===== config.mk =====
export PLATFORM = sky130hd
export DESIGN_NAME = select_encoder_32_flat
export DESIGN_NICKNAME = d
export VERILOG_FILES = /design/src/rtl/select_encoder_32_if.sv /design/src/rtl/select_encoder_32.sv /design/src/flat_wrapper.sv
export SDC_FILE = /design/constraint.sdc
export NUM_CORES = 1
export LEC_CHECK = 0
export ABC_AREA = 1
export CORE_ASPECT_RATIO = 0.75
export CORE_MARGIN = 8
export CORE_UTILIZATION = 28
export DETAILED_ROUTE_END_ITERATION = 10
export PLACE_DENSITY = 0.53
export SLEW_MARGIN = 10
export SYNTH_ARGS = -nofsm -noshare
export SYNTH_HDL_FRONTEND = slang
export SYNTH_SLANG_ARGS = --single-unit

===== constraint.sdc =====
create_clock -name clk_i -period 12.5 [get_ports clk_i]
set_input_delay 1.25 -clock clk_i [delete_from_list [all_inputs] [get_ports clk_i]]
set_output_delay 1.25 -clock clk_i [all_outputs]
set_load 0.005 [all_outputs]

===== src/rtl/select_encoder_32_if.sv =====
// Handshake bundle for select_encoder_32: select-vector load side plus index valid/ready side.
interface select_encoder_32_if #(
  parameter int WIDTH = 32,
  parameter int IDX_W = 5
);
  logic             load_i;
  logic [WIDTH-1:0] vector_i;
  logic [IDX_W-1:0] index_o;
  logic             valid_o;
  logic             ready_i;
  logic [IDX_W:0]   count_o;
  logic             error_o;

  modport master (
    output load_i, vector_i, ready_i,
    input  index_o, valid_o, count_o, error_o
  );

  modport slave (
    input  load_i, vector_i, ready_i,
    output index_o, valid_o, count_o, error_o
  );
endinterface


===== src/rtl/select_encoder_32.sv =====
// Merges one-hot write-select vectors into a pending bitmap and issues register indices lowest-first.
// Define ONEHOT_CHECK_EN to reject loads whose vector is not exactly one-hot (flagged on error_o).
module select_encoder_32 #(
  parameter int WIDTH = 32,
  parameter int IDX_W = 5
) (
  input logic               clk_i,
  input logic               rst_i,
  select_encoder_32_if.slave bus
);

  typedef enum logic {IDLE, PRESENT} state_t;

  state_t           state_q;
  logic [WIDTH-1:0] pend_q;
  logic [IDX_W-1:0] index_q;
  logic             valid_q;

  logic             hs;
  logic             load_acc;
  logic [WIDTH-1:0] idx_oh;
  logic [WIDTH-1:0] rem;
  logic [WIDTH-1:0] pend_nxt;

  function automatic logic [IDX_W-1:0] lowest_set(input logic [WIDTH-1:0] v);
    lowest_set = '0;
    for (int i = WIDTH - 1; i >= 0; i--)
      if (v[i]) lowest_set = i[IDX_W-1:0];
  endfunction

  function automatic logic [IDX_W:0] popcount(input logic [WIDTH-1:0] v);
    popcount = '0;
    for (int i = 0; i < WIDTH; i++)
      popcount = popcount + (IDX_W+1)'(v[i]);
  endfunction

  assign hs     = valid_q && bus.ready_i;
  assign idx_oh = WIDTH'(1) << index_q;
  // rem deliberately uses the registered bitmap: same-cycle loads wait for the IDLE pass.
  assign rem    = pend_q & ~idx_oh;

`ifdef ONEHOT_CHECK_EN
  logic load_bad;
  logic error_q;

  assign load_bad = bus.load_i && (popcount(bus.vector_i) != (IDX_W+1)'(1));
  assign load_acc = bus.load_i && !load_bad;

  always_ff @(posedge clk_i) begin
    if (rst_i) error_q <= 1'b0;
    else       error_q <= load_bad;
  end

  assign bus.error_o = error_q;
`else
  assign load_acc    = bus.load_i;
  assign bus.error_o = 1'b0;
`endif

  // Load is OR'd in after the clear, so a same-cycle reload of the issued bit keeps it pending.
  assign pend_nxt = (pend_q & ~(hs ? idx_oh : '0)) | (load_acc ? bus.vector_i : '0);

  always_ff @(posedge clk_i) begin
    if (rst_i) begin
      state_q <= IDLE;
      pend_q  <= '0;
      index_q <= '0;
      valid_q <= 1'b0;
    end else begin
      pend_q <= pend_nxt;
      case (state_q)
        IDLE: begin
          if (pend_q != '0) begin
            index_q <= lowest_set(pend_q);
            valid_q <= 1'b1;
            state_q <= PRESENT;
          end
        end
        PRESENT: begin
          if (hs) begin
            if (rem != '0) begin
              index_q <= lowest_set(rem);
            end else begin
              valid_q <= 1'b0;
              state_q <= IDLE;
            end
          end
        end
        default: begin
          valid_q <= 1'b0;
          state_q <= IDLE;
        end
      endcase
    end
  end

  assign bus.index_o = index_q;
  assign bus.valid_o = valid_q;
  assign bus.count_o = popcount(pend_q);

endmodule


===== src/flat_wrapper.sv =====
// flat-port wrapper written by rule: the top's interface ports become plain ports
module select_encoder_32_flat 
#(
  parameter int WIDTH = 32,
  parameter int IDX_W = 5
)
  (clk_i, rst_i, bus_load_i, bus_vector_i, bus_ready_i, bus_index_o, bus_valid_o, bus_count_o, bus_error_o);
  select_encoder_32_if #(.WIDTH(WIDTH), .IDX_W(IDX_W)) bus_i ();
  input logic clk_i;
  input logic rst_i;
  input wire logic [$bits(bus_i.load_i)-1:0] bus_load_i;
  input wire logic [$bits(bus_i.vector_i)-1:0] bus_vector_i;
  input wire logic [$bits(bus_i.ready_i)-1:0] bus_ready_i;
  output wire logic [$bits(bus_i.index_o)-1:0] bus_index_o;
  output wire logic [$bits(bus_i.valid_o)-1:0] bus_valid_o;
  output wire logic [$bits(bus_i.count_o)-1:0] bus_count_o;
  output wire logic [$bits(bus_i.error_o)-1:0] bus_error_o;
  assign bus_i.load_i = bus_load_i;
  assign bus_i.vector_i = bus_vector_i;
  assign bus_i.ready_i = bus_ready_i;
  assign bus_index_o = bus_i.index_o;
  assign bus_valid_o = bus_i.valid_o;
  assign bus_count_o = bus_i.count_o;
  assign bus_error_o = bus_i.error_o;
  select_encoder_32 #(.WIDTH(WIDTH), .IDX_W(IDX_W)) u_core (.clk_i(clk_i), .rst_i(rst_i), .bus(bus_i));
endmodule

==> metrics.md, run 1 <==
| Metric | Value |
|---|---|
| Worst EP required | `around 11 ns` |
| Post-cts repair resize count | `0` |
| CTS tree | `yes` |
| HPWL after DPL | `approximately 8700 um` |
| Die Wd | `between 100 and 150 um` |
| Port Buf Inserts | `47` |
| DR iter-0 viols | `277` |
| Synth Cell Area | `between 0.003 and 0.004 sq mm` |
| Final hold violations | `0` |
| Layout Skew | `~0.0084 ns` |
| Design internal power | `0.547 mW` |
| Routed via count | `3416` |
| Crit path max-delay family | `adder cells` |
| Crit Path Max Fanout | `6` |
| Global-route wire length before repair | `17600 um` |
| Clock share of power | `13.8%` |
| Worst Max-Slew Pin Slew | `1.22 ns` |
| Synthesized net count | `566` |
| Number of global-route vias before repair | `3321` |
| Upper clock frequency limit | `141 MHz` |
| Final min period | `between 7 and 8 ns` |
| Cells after synthesis | `between 400 and 500` |
| Register area | `around 780 sq um` |
| Buf/Inv on CP | `5` |
| Worst-path clk slew | `around 0.06 ns` |
| Core Area | `0.0116 sq mm` |
| Power, Total | `0.928 mW` |
| Die Area | `0.0157 sq mm` |
| N_diodes | `0` |
| Layout Area Growth over Synthesis | `22.2%` |
| Status | `completed` |
| Unique masters post-synth | `40` |
| IO Count | `49` |
| Total of max-cap violations | `0` |
| Hold Buf Count CTS | `0` |
| Ratio of cells with drive above 1 in the final layout | `5.39%` |
| Clk_lat worst skew | `between 0.2 and 0.3 ns` |
| Most common cell after layout, fill and taps aside | `nand2_1` |
| Routed vias/inst | `a little under 5` |
| GRT Util Overall | `14.1%` |
| DRT Pass-1 Iters | `6` |
| Leading area contributor after synthesis | `dfxtp_1` |
| VDD IR max | `240 uV` |
| Fin crit share | `56.8%` |
| Synth Area per Inst | `6.71 sq um` |
| Sw Pwr | `0.381 mW` |
| Layout net count | `606` |
| Crit path DAT | `5.85 ns` |
| Initial Utilization | `28.7%` |
| Final core utilization | `35.1%` |
| Area taken by multi-input logic gates | `0.00219 sq mm` |
| Final Max Slew Viols | `0` |
| Top cell type's share of synthesized area | `between 20% and 30%` |
| Antenna-violating nets left | `0` |
| Commonest cells after routing, fill and taps aside | `nand2_1 (152), inv_1 (65), clkdlybuf4s50_1 (47)` |
| Clock Sinks | `39` |
| Worst path slowest cell | `fa_1` |
| Seq/Total Area, Yosys | `23.4%` |
| Layout fillers | `between 1000 and 1500` |
| Yosys warns | `0` |
| Worst Hold Class | `reg -> reg` |
| Clock Tree Root | `clkbuf_16` |
| RSZ-0062 raised after global routing | `no` |
| Dpl cells | `692` |
| Rel. slew slack | `18.3%` |
| Worst path most repeated cell | `fa_1` |
| Residual DRC count | `0` |
| Die height | `111 um` |
| Leak pwr | `1.82 nW` |
| #FFs+latches synth | `39` |
| Avg WL per Cell | `15.5 um` |
| CTS buffer count | `5` |
| Largest net degree at the start of global routing | `40` |
| Sequential share of power | `16.7%` |
| Final setup TNS | `0 ns` |
| Total gr overflow | `0` |
| Final setup vio count | `0` |
| Max stage delay on crit path | `0.53 ns` |
| Critical path type | `reg -> out` |
| DRT Wirelength | `10800 um` |
| PD cells | `228 mW/mm^2` |
| Non-Filler Instances | `700` |
| Critical Path Source Type | `register` |
| Combinational Power Share | `between 60% and 70%` |
| CP endpoint kind | `primary output` |
| Clock Tree Buf Depth | `2` |
| Rows | `34` |
| RD Place Congestion | `0.864` |
| Net Sw Frac | `41.1%` |
| Synth area leaders | `dfxtp_1 (23%), nand2_1 (17%), fa_1 (14%), inv_1 (7.3%), a31oi_1 (4.9%)` |
| Post-CTS setup buffers | `0` |
| Worst-path cell chain | `inv_1, fa_1, fa_1, inv_1, fa_1, inv_1, fa_1, fa_1, fa_1, inv_1, fa_1, fa_1, a21oi_1, nor2_1, nor2_1, xnor2_1, clkdlybuf4s50_1` |
| Initial antenna violation count | `0` |
| Htree depth | `2` |
cells in the mapped netlist:
master,number
a211oi_1,3
a21oi_1,22
a21oi_2,1
a221oi_1,2
a311oi_1,1
a31o_2,1
a31oi_1,26
buf_2,3
buf_4,1
buf_6,1
buf_8,1
clkbuf_1,10
clkinv_2,2
conb_1,1
dfxtp_1,39
fa_1,24
ha_1,9
inv_1,65
inv_2,4
inv_4,1
nand2_1,152
nand2_4,1
nand3_1,22
nand3_2,1
nand4_1,5
nor2_1,36
nor2_2,4
nor2_4,1
nor3_1,6
nor3_2,1
nor4_1,3
o21a_1,1
o21ai_0,21
o21ai_1,15
o21ai_2,2
o21ai_4,2
o21bai_1,2
o31ai_1,2
xnor2_1,1
xor2_1,2
power by group through the flow:
stage,combinational (mW),clock [mW],sequential [mW]
6_report,0.646,0.128,0.155
5_1_grt,0.735,0.135,0.157
4_1_cts,0.662,0.131,0.155
3_5_place_dp,0.655,0,0.157
3_3_place_gp,0.648,0,0.157
2_1_floorplan,0.377,0,0.151
worst reg2reg max path: cells and delay by family, from the launching register on:
family / cells / cell delay [ns]
flops: 1 / 0.72
compound gates: 2 / 0.39
buf+inv: 1 / 0.25
simple gates: 29 / 1.70
cell families after synthesis:
logic type / Yosys count / synth area share, %
XOR/XNOR: 3 / 0.788
other: 1 / 0.112
flip-flops: 39 / 23.4
AO/OA/AOI/OAI: 101 / 18.2
AND/OR/NAND/NOR: 232 / 28.9
adder cells (fa/ha/maj): 33 / 17.8
buffers and inverters: 88 / 10.8
flip-flops by register name, summed over array words and instances, names as in the netlist:
| register | count |
|---|---|
| u_core.bus.index_o | 5 |
| u_core.bus.valid_o | 1 |
| u_core.pend_q | 32 |
| u_core.state_q | 1 |
per-layer routing:
| layer | global-route usage (%) | routed length (um) | part of all wire [%] | vias up |
|---|---|---|---|---|
| li1 | - | - | - | 1691 |
| met1 | 20.7 | 5480 | 51 | 1591 |
| met2 | 20.0 | 4440 | 41 | 123 |
| met3 | 3.40 | 801 | 7.4 | 11 |
| met4 | 3.57 | 124 | 1.1 | 0 |
| met5 | 0 | 0 | 0 | - |
area by class of cell:
class | instances | share of cell area [%]
Clock inverter | 1 | 0.123
Clock buffer | 7 | 3.25
Timing Repair Buffer | 49 | 11.9
Inverter | 72 | 6.75
Multi-Input combinational cell | 370 | 53.8
Tap cell | 162 | 4.97
Sequential cell | 39 | 19.2
stage by stage:
stage               hold slack (ns)  setup slack (ns)  cell area [sq um]
global route                  0.533              5.19               4080
global placement              0.471              5.74               3940
CTS                           0.483              5.36               4080
detailed placement            0.475              5.70               3940
floorplan                     0.468              6.45               3340
finish                        0.480              5.40               4080
worst paths after layout:
path,start,endpoint,slack [ns],depth (start not counted)
min,u_core.bus.valid_o,u_core.bus.valid_o,0.48,2
min reg2reg,u_core.bus.valid_o,u_core.bus.valid_o,0.48,2
max,u_core.pend_q[26],bus_count_o[4],5.40,17
max reg2reg,u_core.bus.index_o[4],u_core.bus.index_o[0],9.36,32
Power figures use the tool's default switching activity.
==> run 2: changes to the inputs <==
--- a/config.mk
+++ b/config.mk
@@ -10,7 +10,7 @@
 export CORE_MARGIN = 8
 export CORE_UTILIZATION = 28
 export DETAILED_ROUTE_END_ITERATION = 10
-export PLACE_DENSITY = 0.53
+export PLACE_DENSITY = 0.54
 export SLEW_MARGIN = 10
 export SYNTH_ARGS = -nofsm -noshare
 export SYNTH_HDL_FRONTEND = slang
==> constraint.sdc (replaced) <==
create_clock -name clk_i -period 5.7 [get_ports clk_i]
set_input_delay 0.57 -clock clk_i [delete_from_list [all_inputs] [get_ports clk_i]]
set_output_delay 0.57 -clock clk_i [all_outputs]
set_load 0.005 [all_outputs]
==> run 2 against run 1 <==
  * Non-clock buffer count grew 22
  * Worst setup slack lost 5.4 ns
  * Wire length grew 0.37%
  * Count of clock-buffer cells in the layout shrank 1
==> metrics.md, run 2 (same netlist as run 1, synthesis figures left out) <==
| Metric | Value |
|---|---|
| Die height | `roughly 110 um` |
| Final setup vio count | `0` |
| Total of max-cap violations | `0` |
| RSZ-0062 raised after global routing | `yes` |
| Hold path start | `u_core.bus.valid_o` |
| Crit Path Max Fanout | `2` |
| Crit path max-delay family | `adder cells` |
| Status | `completed` |
| Upper clock frequency limit | `176 MHz` |
| Most common cell after layout, fill and taps aside | `nand2_1` |
| Power, Total | `between 2 and 2.5 mW` |
| CTS tree | `yes` |
| Initial antenna violation count | `0` |
| Clock Sinks | `39` |
| Worst Hold Class | `reg -> reg` |
| Antenna-violating nets left | `0` |
| Final min period | `5.69 ns` |
| Die Wd | `142 um` |
| Die Area | `around 0.016 sq mm` |
| Global-route wire length before repair | `approximately 18000 um` |
| Residual DRC count | `0` |
| Clock Tree Root | `clkbuf_16` |
| Avg WL per Cell | `~15 um` |
| DRT Pass-1 Iters | `6` |
| PD cells | `505 mW/mm^2` |
| Final core utilization | `37.2%` |
| N_diodes | `0` |
| Rel. slew slack | `22.8%` |
| Htree depth | `2` |
| GRT Util Overall | `14.3%` |
| Worst-path cell chain | `inv_2, ha_4, inv_2, fa_1, fa_1, fa_1, fa_1, fa_1, fa_1, inv_1, fa_2, fa_2, a21oi_2, nor2_1, nor2_1, xnor2_1, buf_2` |
| VDD IR max | `409 uV` |
| Worst path most repeated cell | `fa_1` |
| IO Count | `slightly below 50` |
| Largest net degree at the start of global routing | `40` |
| CTS buffer count | `5` |
| Port Buf Inserts | `47` |
| Number of global-route vias before repair | `~3500` |
| CP endpoint kind | `primary output` |
| Worst path slowest cell | `fa_1` |
| Routed via count | `3449` |
| DRT Wirelength | `approximately 11000 um` |
| Total gr overflow | `0` |
| Initial Utilization | `28.7%` |
| Routed vias/inst | `4.78` |
| Max FFs per register | `32` |
| Commonest cells after routing, fill and taps aside | `nand2_1 (152), inv_1 (62), clkdlybuf4s50_1 (42)` |
| Critical path type | `reg -> out` |
| Clock Tree Buf Depth | `2` |
| Layout fillers | `around 1200` |
| RD Place Congestion | `approximately 0.88` |
| Top reg by flops | `u_core.pend_q` |
| DR iter-0 viols | `around 310` |
| Worst-path clk slew | `0.06 ns` |
| Leak pwr | `1.96 nW` |
| Dpl cells | `a little over 700` |
| Worst EP required | `5.13 ns` |
| HPWL after DPL | `8810 um` |
| Layout net count | `628` |
| Crit path DAT | `5.12 ns` |
| Max stage delay on crit path | `0.52 ns` |
| Rows | `34` |
| Worst Max-Slew Pin Slew | `approximately 1.2 ns` |
| Clk_lat worst skew | `0.29 ns` |
| Core Area | `around 0.012 sq mm` |
| Ratio of cells with drive above 1 in the final layout | `11.8%` |
| Final hold violations | `0` |
| CP startpoint | `u_core.pend_q[1]` |
| RR Startpoint | `u_core.bus.index_o[4]` |
| Critical Path Source Type | `register` |
| Non-Filler Instances | `~720` |
| Fin crit share | `99.8%` |
| Layout Skew | `~0.0045 ns` |
| Buf/Inv on CP | `4` |
| Layout Area Growth over Synthesis | `29.4%` |
| Final Max Slew Viols | `0` |
-- run 2: worst paths after layout --
check	endpoint	slack (ns)	cells after the start
worst max register to register	u_core.bus.index_o[0]	2.68	32
worst min-delay path	u_core.bus.valid_o	0.48	2
worst max-delay path	bus_count_o[4]	0.01	17
worst min register to register	u_core.bus.valid_o	0.48	2
-- run 2: timing repair --
item	4_1_cts	5_1_grt
pin swaps	10	10
resized for setup	25	1
hold buffers	0	0
setup buffers	0	1
endpoints found under the setup margin	5	5
-- run 2: cell type report --
cell class                 count  area, sq um  share of cell area, %
clock buffer                   6          129                   2.99
timing repair buffer          71          633                   14.7
multi-input combinational    370         2230                   51.7
sequential                    39          783                   18.2
tap                          162          203                   4.70
clock inverter                 2         60.1                   1.39
inverter                      72          275                   6.38
-- run 2: power breakdown --
group / internal, mW / leakage [nW] / switching (mW) / total, mW
clock: 0.251 / 0.0911 / 0.120 / 0.371
combinational: 0.698 / 1.54 / 0.779 / 1.48
sequential: 0.298 / 0.326 / 0.0320 / 0.330
-- run 2: metrics by stage --
step	worst slack (ns)	TNS (ns)	cell area (sq um)	hold slack, ns
final	0.0106	0	4320	0.485
after global routing	-0.134	-0.166	4320	0.533
after CTS	-0.206	-0.312	4310	0.487
after detailed placement	-0.297	-0.493	4100	0.477
after global placement	-0.263	-0.375	4100	0.472
after floorplan	0.325	0	3340	0.468
-- run 2: metal layers --
| metal | up-vias | global-route usage [%] | share of wire, % |
|---|---|---|---|
| met5 | - | 0 | 0 |
| met4 | 0 | 2.57 | 1.1 |
| met3 | 10 | 3.70 | 8.5 |
| met2 | 113 | 20.4 | 41 |
| met1 | 1594 | 20.9 | 49 |
| li1 | 1732 | - | - |
-- run 2: worst register-to-register path: cells and delay by family, from the launching register on --
kind | cells | cell delay (ns)
AO/OA/AOI/OAI | 2 | 0.39
buffers and inverters | 1 | 0.23
AND/OR/NAND/NOR | 29 | 1.63
flip-flops | 1 | 0.71
==> run 3: changes to the inputs <==
--- a/config.mk
+++ b/config.mk
@@ -8,9 +8,9 @@
 export ABC_AREA = 1
 export CORE_ASPECT_RATIO = 0.75
 export CORE_MARGIN = 8
-export CORE_UTILIZATION = 28
+export CORE_UTILIZATION = 45
 export DETAILED_ROUTE_END_ITERATION = 10
-export PLACE_DENSITY = 0.54
+export PLACE_DENSITY = 0.77
 export SLEW_MARGIN = 10
 export SYNTH_ARGS = -nofsm -noshare
 export SYNTH_HDL_FRONTEND = slang
==> run 3 against run 2 <==
  * The flow now finishes with violations (negative setup slack)
  * Worst setup slack worse by 0.058 ns
  * Sequential share of layout area is 0.66 points higher
  * Core utilization is 20 points higher
  * Sequential power hardly changed
  * Clock power is 34% lower
  * Global-route usage is 5.8 points higher
  * Cell count is 8.4% lower
  * Die area is 33% lower
  * Count of clock-buffer cells in the layout is 1 lower
  * Clock skew is 0.0079 ns higher
  * Non-clock buffer count stayed put
  * Critical path type unchanged
  * Highest routed layer unchanged
==> metrics.md, run 3 (same netlist as run 1, synthesis figures left out) <==
| Metric | Value |
|---|---|
| CP endpoint kind | `primary output` |
| Commonest cells after routing, fill and taps aside | `nand2_1 (152), inv_1 (61), clkdlybuf4s50_1 (44)` |
| Fin area | `0.00418 sq mm` |
| DRT Wirelength | `10300 um` |
| Final setup TNS | `-0.0478 ns` |
| Core Area | `between 0.007 and 0.008 sq mm` |
| Residual DRC count | `0` |
| Antenna-violating nets left | `0` |
| Worst-path clk slew | `0.08 ns` |
| RD Place Congestion | `0.930` |
| Initial Utilization | `45.9%` |
| Clock Tree Buf Depth | `2` |
| Crit Path Max Fanout | `2` |
| Status | `finished with violations` |
| Worst path most repeated cell | `fa_1` |
| Crit path DAT | `5.18 ns` |
| Worst-path cell chain | `inv_2, ha_4, inv_2, fa_1, fa_1, fa_1, fa_1, fa_1, fa_1, inv_1, fa_2, fa_2, a21oi_2, nor2_1, nor2_1, xnor2_1, buf_2` |
| Critical path type | `reg -> out` |
| CTS tree | `yes` |
| Clk_lat worst skew | `0.31 ns` |
| Dpl cells | `651` |
| CTS buffer count | `5` |
| Final hold violations | `0` |
| Die Wd | `115 um` |
| Initial antenna violation count | `0` |
| Routed vias/inst | `5.38` |
| Worst EP required | `5.13 ns` |
| GRT Util Overall | `approximately 20%` |
| VDD IR max | `about 600 uV` |
| Top reg by flops | `u_core.pend_q` |
| Rows | `27` |
| Critical Path Source Type | `register` |
| Layout Area Growth over Synthesis | `25.4%` |
| Clock Tree Root | `clkbuf_8` |
| Htree depth | `2` |
| Max FFs per register | `32` |
| Non-Filler Instances | `661` |
| PD cells | `519 mW/mm^2` |
| Final Worst Setup Slack | `-0.0478 ns` |
| Final core utilization | `just under 60%` |
| DRT Pass-1 Iters | `5` |
| IO Count | `approximately 50` |
| Die height | `slightly above 90 um` |
| RSZ-0062 raised after global routing | `yes` |
| Global-route wire length before repair | `16700 um` |
| Ratio of cells with drive above 1 in the final layout | `12.9%` |
| Worst path slowest cell | `fa_1` |
| Final min period | `5.75 ns` |
| Number of global-route vias before repair | `3496` |
| Max stage delay on crit path | `approximately 0.5 ns` |
| Largest net degree at the start of global routing | `34` |
| Die Area | `~0.010 sq mm` |
| Layout Skew | `0.0124 ns` |
| Final setup vio count | `1` |
| Total gr overflow | `0` |
| Most common cell after layout, fill and taps aside | `nand2_1` |
| Total of max-cap violations | `0` |
| Routed via count | `3556` |
| Failing checks | `negative setup slack` |
| DR iter-0 viols | `about 280` |
| HPWL after DPL | `slightly above 8000 um` |
| N_diodes | `0` |
| Layout net count | `628` |
| Post-DP Area | `roughly 0.004 sq mm` |
| Port Buf Inserts | `47` |
| Clock Sinks | `39` |
| Worst Hold Class | `reg -> reg` |
| Leak pwr | `1.92 nW` |
| Final Max Slew Viols | `0` |
| Rel. slew slack | `a little under a quarter` |
| Fin crit share | `101%` |
| Power, Total | `approximately 2.2 mW` |
| Worst Max-Slew Pin Slew | `1.15 ns` |
| Upper clock frequency limit | `174 MHz` |
| Avg WL per Cell | `15.6 um` |
## run 3: cell types whose count changed in the layout (fill, tap and decap cells not counted), moves of 2 or more
cell	previous run	this run
clkbuf_16	5	0
clkbuf_8	0	5
clkdlybuf4s50_1	42	44
dfxtp_2	2	5
dfxtp_1	37	34
## run 3: stage by stage
step | worst slack (ns) | hold slack, ns
6_report | -0.0478 | 0.490
5_1_grt | -0.233 | 0.508
4_1_cts | -0.0612 | 0.491
3_5_place_dp | -0.231 | 0.475
3_3_place_gp | -0.185 | 0.468
2_1_floorplan | 0.325 | 0.468
## run 3: path summary, 6_finish.rpt
check | start | end | slack, ns | depth (start not counted)
max | u_core.pend_q[1] | bus_count_o[4] | -0.05 | 17
min | u_core.bus.valid_o | u_core.bus.valid_o | 0.49 | 2
max reg2reg | u_core.bus.index_o[4] | u_core.bus.index_o[0] | 2.66 | 32
min reg2reg | u_core.bus.valid_o | u_core.bus.valid_o | 0.49 | 2
## run 3: repair_timing
action	4_1_cts	5_1_grt
cloned	0	0
hold endpoints to repair	0	0
pin swaps	2	5
resized for setup	15	12
setup buffers	0	2
endpoints found under the setup margin	5	5
hold buffers	0	0
## run 3: layer usage
metal	up-vias	GRT usage, %	routed length, um
li1	1734	-	-
met1	1628	26.6	4570
met2	167	31.2	4570
met3	27	4.68	917
met4	0	6.22	236
met5	-	0	0
## run 3: worst max-delay path: cells and delay by family, from the launching register on
kind / cells / cell delay [ns]
buffers and inverters: 4 / 0.26
adder cells (fa/ha/maj): 9 / 3.81
AND/OR/NAND/NOR: 2 / 0.21
AO/OA/AOI/OAI: 1 / 0.14
XOR/XNOR: 1 / 0.13
flip-flops: 1 / 0.34
## run 3: final cells by class
class,count,area [sq um]
Fill cell,696,3080
Multi-Input combinational cell,370,2240
Sequential cell,39,787
Timing Repair Buffer,71,643
Inverter,72,275
Tap cell,101,126
Clock buffer,5,68.8
Clock inverter,3,43.8
## run 3: power breakdown
group / internal (mW) / switching, mW / leakage, nW
registers: 0.299 / 0.0323 / 0.327
clock network: 0.131 / 0.114 / 0.0581
logic: 0.794 / 0.801 / 1.54
total: 1.22 / 0.948 / 1.92
